## config.mk

```make
export PLATFORM = sky130hd
export DESIGN_NAME = actfun_wb
export DESIGN_NICKNAME = d
export VERILOG_FILES = /design/src/rtl/npu_actfun_pkg.sv /design/src/rtl/actfun_alu.sv /design/src/rtl/actfun_wb.sv
export SDC_FILE = /design/constraint.sdc
export NUM_CORES = 1
export LEC_CHECK = 0
export CAP_MARGIN = 25
export CORE_MARGIN = 2
export CORE_UTILIZATION = 48
export DETAILED_ROUTE_END_ITERATION = 10
export GPL_ROUTABILITY_DRIVEN = 0
export PLACE_DENSITY = 0.77
export SYNTH_ARGS = -nofsm -noshare
export SYNTH_HDL_FRONTEND = slang
export SYNTH_SLANG_ARGS = --single-unit
```

## constraint.sdc

```tcl
create_clock -name i_clk -period 2.3 [get_ports i_clk]
set_input_delay 0.46 -clock i_clk [delete_from_list [all_inputs] [get_ports i_clk]]
set_output_delay 0.46 -clock i_clk [all_outputs]
set_load 0.005 [all_outputs]
```

## src/rtl/npu_actfun_pkg.sv

```systemverilog
// Shared encodings for the activation write-back engine: activation modes,
// controller states and the element-count decode.
package npu_actfun_pkg;

    typedef logic [1:0] act_mode_t;

    localparam act_mode_t ACT_BYPASS = 2'b00;
    localparam act_mode_t ACT_RELU   = 2'b01;
    localparam act_mode_t ACT_LEAKY  = 2'b10;
    localparam act_mode_t ACT_CLIP   = 2'b11;

    localparam logic [1:0] ST_IDLE = 2'd0;
    localparam logic [1:0] ST_RUN  = 2'd1;
    localparam logic [1:0] ST_DONE = 2'd2;

    // An 8-bit piece count of zero stands for a full 256-element job.
    function automatic logic [8:0] piece_target(input logic [7:0] n);
        return (n == 8'd0) ? 9'd256 : {1'b0, n};
    endfunction

endpackage

```

## src/rtl/actfun_alu.sv

```systemverilog
// Per-element activation function, purely combinational, all values treated
// as signed DATA_W integers.
module actfun_alu
    import npu_actfun_pkg::*;
#(
    parameter int DATA_W = 16
) (
    input  logic [DATA_W-1:0] i_x,
    input  logic [1:0]        i_mode,
    input  logic [2:0]        i_shift,
    input  logic [DATA_W-1:0] i_clip,
    output logic [DATA_W-1:0] o_y
);

    logic signed [DATA_W-1:0] x_s;
    logic signed [DATA_W-1:0] clip_s;
    logic signed [DATA_W-1:0] y_s;

    // A negative ceiling would make clipping meaningless, so it floors at zero.
    assign x_s    = i_x;
    assign clip_s = i_clip[DATA_W-1] ? '0 : i_clip;

    always_comb begin
        y_s = x_s;
        case (i_mode)
            ACT_RELU: begin
                if (x_s < 0) y_s = '0;
            end
            ACT_LEAKY: begin
                if (x_s < 0) y_s = x_s >>> i_shift;
            end
            ACT_CLIP: begin
                if (x_s < 0)           y_s = '0;
                else if (x_s > clip_s) y_s = clip_s;
            end
            default: y_s = x_s;
        endcase
    end

    assign o_y = y_s;

endmodule

```

## src/rtl/actfun_wb.sv

```systemverilog
// Activation write-back engine: takes IOB read data one cycle after the read
// enable, applies the latched activation and writes it back sequentially.
module actfun_wb
    import npu_actfun_pkg::*;
#(
    parameter int DATA_W = 16,
    parameter int ADDR_W = 12
) (
    input  logic              i_clk,
    input  logic              i_rst_n,
    input  logic              i_AGUStart,
    input  logic [ADDR_W-1:0] i_addr_wstart,
    input  logic [7:0]        i_i_piece_num,
    input  logic [1:0]        i_act_mode,
    input  logic [2:0]        i_leak_shift,
    input  logic [DATA_W-1:0] i_clip,
    input  logic              i_IOB_REn,
    input  logic [DATA_W-1:0] i_IOB_RData,
    output logic              o_IOB_WEn,
    output logic [ADDR_W-1:0] o_IOB_WAddr,
    output logic [DATA_W-1:0] o_IOB_WData,
    output logic              o_busy,
    output logic              o_done
);

    logic [1:0]        state_q,    state_d;
    logic [8:0]        tgt_q,      tgt_d;
    logic [1:0]        mode_q,     mode_d;
    logic [2:0]        shift_q,    shift_d;
    logic [DATA_W-1:0] clip_q,     clip_d;
    logic [8:0]        acc_cnt_q,  acc_cnt_d;
    logic [8:0]        wr_cnt_q,   wr_cnt_d;
    logic              s1_valid_q, s1_valid_d;
    logic              wen_q,      wen_d;
    logic [ADDR_W-1:0] waddr_q,    waddr_d;
    logic [DATA_W-1:0] wdata_q,    wdata_d;

    logic              accept;
    logic [DATA_W-1:0] alu_y;

    // The returning read data arrives while stage 1 is valid and is activated
    // straight into the output register, giving REn-to-WEn latency of two.
    actfun_alu #(
        .DATA_W (DATA_W)
    ) u_alu (
        .i_x     (i_IOB_RData),
        .i_mode  (mode_q),
        .i_shift (shift_q),
        .i_clip  (clip_q),
        .o_y     (alu_y)
    );

    // Reads are only honoured while running, never on a start cycle, and never
    // beyond the job's element count.
    assign accept = (state_q == ST_RUN) && !i_AGUStart && i_IOB_REn
                    && (acc_cnt_q < tgt_q);

    always_comb begin
        state_d    = state_q;
        tgt_d      = tgt_q;
        mode_d     = mode_q;
        shift_d    = shift_q;
        clip_d     = clip_q;
        acc_cnt_d  = acc_cnt_q;
        wr_cnt_d   = wr_cnt_q;
        s1_valid_d = accept;
        wen_d      = s1_valid_q && !i_AGUStart;
        waddr_d    = wen_q ? waddr_q + 1'b1 : waddr_q;
        wdata_d    = wdata_q;

        if (wen_d) begin
            wdata_d  = alu_y;
            wr_cnt_d = wr_cnt_q + 9'd1;
        end
        if (accept) begin
            acc_cnt_d = acc_cnt_q + 9'd1;
        end

        case (state_q)
            ST_IDLE: state_d = ST_IDLE;
            ST_RUN:  state_d = (wr_cnt_q == tgt_q) ? ST_DONE : ST_RUN;
            ST_DONE: state_d = ST_IDLE;
            default: state_d = ST_IDLE;
        endcase

        // A start in any state reloads the job and discards whatever is in flight.
        if (i_AGUStart) begin
            state_d   = ST_RUN;
            tgt_d     = piece_target(i_i_piece_num);
            mode_d    = i_act_mode;
            shift_d   = i_leak_shift;
            clip_d    = i_clip;
            acc_cnt_d = '0;
            wr_cnt_d  = '0;
            waddr_d   = i_addr_wstart;
        end
    end

    always_ff @(posedge i_clk) begin
        if (!i_rst_n) begin
            state_q    <= ST_IDLE;
            tgt_q      <= '0;
            mode_q     <= ACT_BYPASS;
            shift_q    <= '0;
            clip_q     <= '0;
            acc_cnt_q  <= '0;
            wr_cnt_q   <= '0;
            s1_valid_q <= 1'b0;
            wen_q      <= 1'b0;
            waddr_q    <= '0;
            wdata_q    <= '0;
        end else begin
            state_q    <= state_d;
            tgt_q      <= tgt_d;
            mode_q     <= mode_d;
            shift_q    <= shift_d;
            clip_q     <= clip_d;
            acc_cnt_q  <= acc_cnt_d;
            wr_cnt_q   <= wr_cnt_d;
            s1_valid_q <= s1_valid_d;
            wen_q      <= wen_d;
            waddr_q    <= waddr_d;
            wdata_q    <= wdata_d;
        end
    end

    assign o_IOB_WEn   = wen_q;
    assign o_IOB_WAddr = waddr_q;
    assign o_IOB_WData = wdata_q;
    assign o_busy      = (state_q == ST_RUN);
    assign o_done      = (state_q == ST_DONE);

endmodule
```

## Yosys cells after proc, flatten, opt, wreduce, memory -nomap -nowiden

Index checks and enable logic that the tools add are counted.

- Input port bits: 61
- Output and inout port bits: 31
- Logic and storage cells: 48
- Flip-flop bits (word level): 80

- Eq/ne operators: 6
- Bitwise operators: 2
- $lt $le $gt $ge: 3
- Reductions and logical operators: 9
- Shift-type cells: 1
- Multiplexer cells: 12
- Add/sub/neg operators: 3

Operators by type and width:

| cell | count |
|---|---|
| $mux W16 | 4 |
| $pmux W16 S3 | 1 |
| $mux W12 | 2 |
| $add A9 B1 Y9 const B | 2 |
| $gt A16 B16 Y1 | 1 |
| $lt A16 B1 Y1 const B | 1 |
| $sshr A16 B3 Y16 | 1 |
| $mux W15 | 1 |
| $add A12 B1 Y12 const B | 1 |
| $eq A9 B9 Y1 | 1 |
| $lt A9 B9 Y1 | 1 |
| $mux W9 | 1 |
| $logic_not A8 Y1 | 1 |
| $eq A2 B2 Y1 const B | 3 |
| $eq A2 B1 Y1 const B | 2 |
| $logic_and A1 B1 Y1 | 4 |
| $reduce_or A3 Y1 | 1 |
| $mux W1 | 2 |
| $mux W2 | 1 |
| $not A1 Y1 | 2 |
| $reduce_bool A2 Y1 | 1 |
| $reduce_or A2 Y1 | 1 |
| $logic_not A1 Y1 | 1 |

## Depth between registers and ports, before layout

- Depth after elaboration: 5
- Depth in mapped cells: 11
- Mapped depth without buffers: 8

## By module

Synthesis repeated with hierarchy kept, for this count alone.

- Cells, all modules: 633
- Area, all modules: 5283.8 um^2

Modules (own cells, without submodules):

| module | times used | seq. area each (um^2) | cells an instance | area each (um^2) |
|---|---|---|---|---|
| actfun_wb | 1 | 1601.5 | 405 | 3652.3 |
| actfun_alu | 1 | 0.0 | 228 | 1631.6 |

## Worst setup path after synthesis

OpenSTA, ideal clock, no wires.

- Path kind: register to register
- Start point: reg clip_q[15]
- End point: reg wdata_q[14], in the netlist o_IOB_WData[14]
- Buffers on the path: 3
- Period minus slack after synthesis: 2.304 ns
- Cell stages (with the launch flop): 12
- Data arrival time: 2.181 ns
- Path slack: -0.004 ns
- Data required time: 2.177 ns
- Cells stage by stage: dfxtp_1 clkbuf_1 nand2b_1 ha_1 nand4b_1 nor3_1 o21ai_0 and4_1 clkbuf_1 clkbuf_1 a221oi_1 nor2_1

- Word-level cells in the longest chain between the ends: 5

RTL lines:

| what | line | RTL |
|---|---|---|
| start: declaration | actfun_wb.sv:30 | `logic [DATA_W-1:0] clip_q, clip_d;` |
| start signal: assignment | actfun_wb.sv:117 | `clip_q <= clip_d;` |
| $mux W15 (*) | actfun_alu.sv:21 | `assign clip_s = i_clip[DATA_W-1] ? '0 : i_clip;` |
| $gt A16 B16 Y1 | actfun_alu.sv:34 | `else if (x_s > clip_s) y_s = clip_s;` |
| $mux W16 (*) | actfun_alu.sv:34 |  |
| $mux W16 (*) | actfun_alu.sv:33 | `if (x_s < 0) y_s = '0;` |
| $pmux W16 S3 (*) | actfun_alu.sv:25 | `case (i_mode)` |
| end signal: assignment | actfun_wb.sv:123 | `wdata_q <= wdata_d;` |
| end: declaration | actfun_wb.sv:36 | `logic [DATA_W-1:0] wdata_q, wdata_d;` |

Every way passes the cells marked *; elsewhere a longest branch is shown, timed or not.
A chain may end at the register's enable or synchronous reset.

## Worst setup path after layout

- Start point: reg clip_q[15]
- End point: reg wdata_q[11], in the netlist o_IOB_WData[11]

The elaborated chain is that of the path after synthesis.

==> results by group <==
Status
  • Outcome: complete, but fails checks
  • Violated checks: setup timing

Route
  • Via count: 4631
  • Antenna Nets Post-Route: 0
  • Vias per inst: 5.72
  • DRT Pass-1 Iters: 5
  • DRT iter0 DRCs: 269
  • Remaining DRCs: 0
  • WL per Instance: 17.0 µm
  • Routed wire length: approximately 14000 µm

Synth
  • Synth Warn #: 0
  • Mapped Nets: 631
  • Syn Inst Count: 544
  • Cell variety after synth: 56
  • FF+latch count, synth: 80
  • Register area share after synthesis: roughly a third
  • Synth Cell Area: 4900 µm²
  • Synth Flop Type: dfxtp_1
  • Avg Inst Size Synth: 9.00 µm²
  • Asr flop ratio synth: 0%
  • Post-synth EDFFs: 0

Pwr
  • Peak supply drop: 0.278 mV
  • PwrDens: 462 nW/µm²
  • Leakage: 2.56 nW

Worst setup path
  • Critical Path Sink Type: flip-flop
  • Worst Path Max Fanout: 8
  • Startpoint Class: flip-flop
  • CP Data Required Time: between 2 and 3 ns
  • Crit path DAT: 2.62 ns
  • Critical path type: reg -> reg

CTS
  • CTS H-tree lvls: 3
  • Later-pin clock latency in the skew report: 0.37 ns
  • # hold bufs at CTS: 0
  • Reg clk slew, reported paths: approximately 0.08 ns
  • CTS Root Cell: clkbuf_8
  • Worst-case clock buffer depth: 2
  • Clock Sinks: 80
  • Clock tree from TritonCTS: done
  • Inserted Clock Buffers: 9

Floorplanning
  • Die extent in x: 105 µm
  • # IOs: slightly above 90
  • Initial core utilization: between 40% and 50%
  • Vert. Die Dim: approximately 100 µm
  • Die area: 11000 µm²
  • Area of the core: 9820 µm²
  • FP Rows: 36

Timing
  • Max Fclk: ~0.43 GHz
  • TNS Setup: -0.0512 ns
  • Skew final: 0.0152 ns
  • Final setup viols: 4
  • Slew HR: 66.8%
  • Final hold vios: 0
  • Period utilization: 102%
  • Tmin final: 2.34 ns
  • Final setup margin: -0.0362 ns
  • Unrepaired setup endpoints after global routing: true
  • Worst hold slack: 0.429 ns
  • Final Max Slew Viols: 0
  • Slew at the pin with the worst max-slew slack: 0.486 ns

Global routing
  • Antenna violations before repair: 0
  • Vias in the first global route: ~4500
  • Total gr overflow: 0
  • Global-route wire length before repair: approximately 22000 µm
  • Largest net degree at the start of global routing: 51
  • GR Util All Layers: 24.1%

Cells and area
  • Nets: 759
  • Layout Area Growth over Synthesis: 39.5%
  • Diode count: 0
  • Finished Cell Area: 6830 µm²
  • Share of layout cells above drive strength 1: 21.7%

Worst hold path
  • Hold Crit Class: in -> reg

Flow run
  • Maxcap violations: 0

Placement
  • Cell Area, Placed: 6290 µm²
  • Dpl hpwl: 9880 µm
  • I/O Buffers: just over 90
## layer usage
layer	wire length (µm)	share of wire, %	track usage [%]	vias up
met4	274	2.0	7.14	0
li1	-	-	-	2244
met3	764	5.5	4.93	26
met2	6750	49	40.6	161
met1	5990	43	31.2	2200
met5	0	0	0	-
## final timing paths
kind / slack (ns) / endpoint / cells after the start / start
worst min-delay path: 0.43 / state_q[0]$_SDFF_PN0_ / 2 / i_AGUStart
worst max register to register: -0.04 / o_IOB_WData[11]$_SDFFE_PN0P_ / 12 / clip_q[15]$_SDFFE_PN0P_
worst max-delay path: -0.04 / o_IOB_WData[11]$_SDFFE_PN0P_ / 12 / clip_q[15]$_SDFFE_PN0P_
worst min register to register: 0.50 / o_IOB_WData[12]$_SDFFE_PN0P_ / 2 / clip_q[12]$_SDFFE_PN0P_
## per-stage QoR
stage,total power [W],std cells,util [%],worst slack [ns]
floorplan,0.00182,544,-,0.0187
global placement,0.00211,791,64.0,-0.360
detailed placement,0.00213,791,64.0,-0.479
CTS,0.00311,809,66.4,0.00568
global route,0.00329,810,69.5,-0.144
finish,0.00315,810,69.5,-0.0362
## state kept, by name, summed over array words and instances (netlist names), 2 cells and up
signal	count
acc_cnt_q	9
tgt_q	9
state_q	2
clip_q	16
o_IOB_WData	16
mode_q	2
wr_cnt_q	9
shift_q	3
o_IOB_WAddr	12
## critical path, stage by stage, from the launching register on
cell	delay [ns]
dfxtp_4	0.38
buf_6	0.14
buf_4	0.14
nand2b_4	0.15
ha_4	0.24
nand2_2	0.08
nor2_2	0.06
a2111o_1	0.37
a31oi_2	0.21
buf_4	0.19
buf_6	0.11
nand2_2	0.04
a31oi_1	0.15
## cell usage after synthesis, types with 2 or more instances
cell,count,area share (%)
a31oi_1,9,1.1
nor2_1,24,1.8
and3_1,3,0.38
a221oi_1,9,1.6
xnor2_1,17,3.0
o211ai_1,2,0.31
nor2b_1,34,4.3
or3_1,3,0.38
and2_1,16,2.0
nand2_1,43,3.3
mux2i_1,31,6.3
a221o_1,14,2.9
a2111oi_0,3,0.54
nor4_1,4,0.51
nand2b_1,21,2.7
inv_1,14,1.1
nor3_1,4,0.41
mux4_2,13,6.0
xor2_1,15,2.7
buf_2,4,0.41
nand4_1,8,1.0
and4_1,5,0.89
nand3_1,9,0.92
ha_1,26,6.6
a211oi_1,4,0.61
o221ai_1,4,0.72
a21oi_1,22,2.2
clkbuf_1,32,2.5
a21o_2,2,0.36
o21ai_0,42,4.3
dfxtp_1,80,33
o21a_1,3,0.46
## cells by family after synthesis
| group | Yosys count | share of synthesized area (%) |
|---|---|---|
| adder cells (fa/ha/maj) | 26 | 6.64 |
| AND/OR/NAND/NOR | 184 | 20.8 |
| buffers and inverters | 50 | 3.94 |
| multiplexers | 44 | 12.3 |
| flip-flops | 80 | 32.7 |
| XOR/XNOR | 32 | 5.72 |
| AO/OA/AOI/OAI | 128 | 17.9 |
## power breakdown
group	switching (W)	internal (W)	total (W)
Sequential	0.0000598	0.00143	0.00149
Clock	0.000544	0.000452	0.000995
Combinational	0.000289	0.000376	0.000665
Total	0.000893	0.00226	0.00315
## final cells by class
cell class / count / area (µm²)
clock inverters: 4 / 28.8
repair buffers: 153 / 1400
multi-input cells: 414 / 3420
inverters: 14 / 52.6
fillers: 776 / 2990
well taps: 133 / 166
clock buffers: 12 / 155
flip-flops and latches: 80 / 1610
## layout by cell type (no fill, tap or decap), types with 12 or more instances in the layout
cell	instances
a21oi_1	20
a221o_1	14
and2_1	16
buf_4	58
clkdlybuf4s50_1	89
dfxtp_1	74
ha_1	17
inv_1	12
mux2i_1	31
mux4_2	13
nand2_1	41
nand2b_1	16
nor2_1	23
nor2b_1	34
o21ai_0	40
xnor2_1	17
xor2_1	15
## timing repair
action,in CTS,in global routing
setup endpoints to repair,18,22
pin swaps,4,26
setup buffers,2,1
resized for setup,11,54
(Power assumes the default switching activity.)
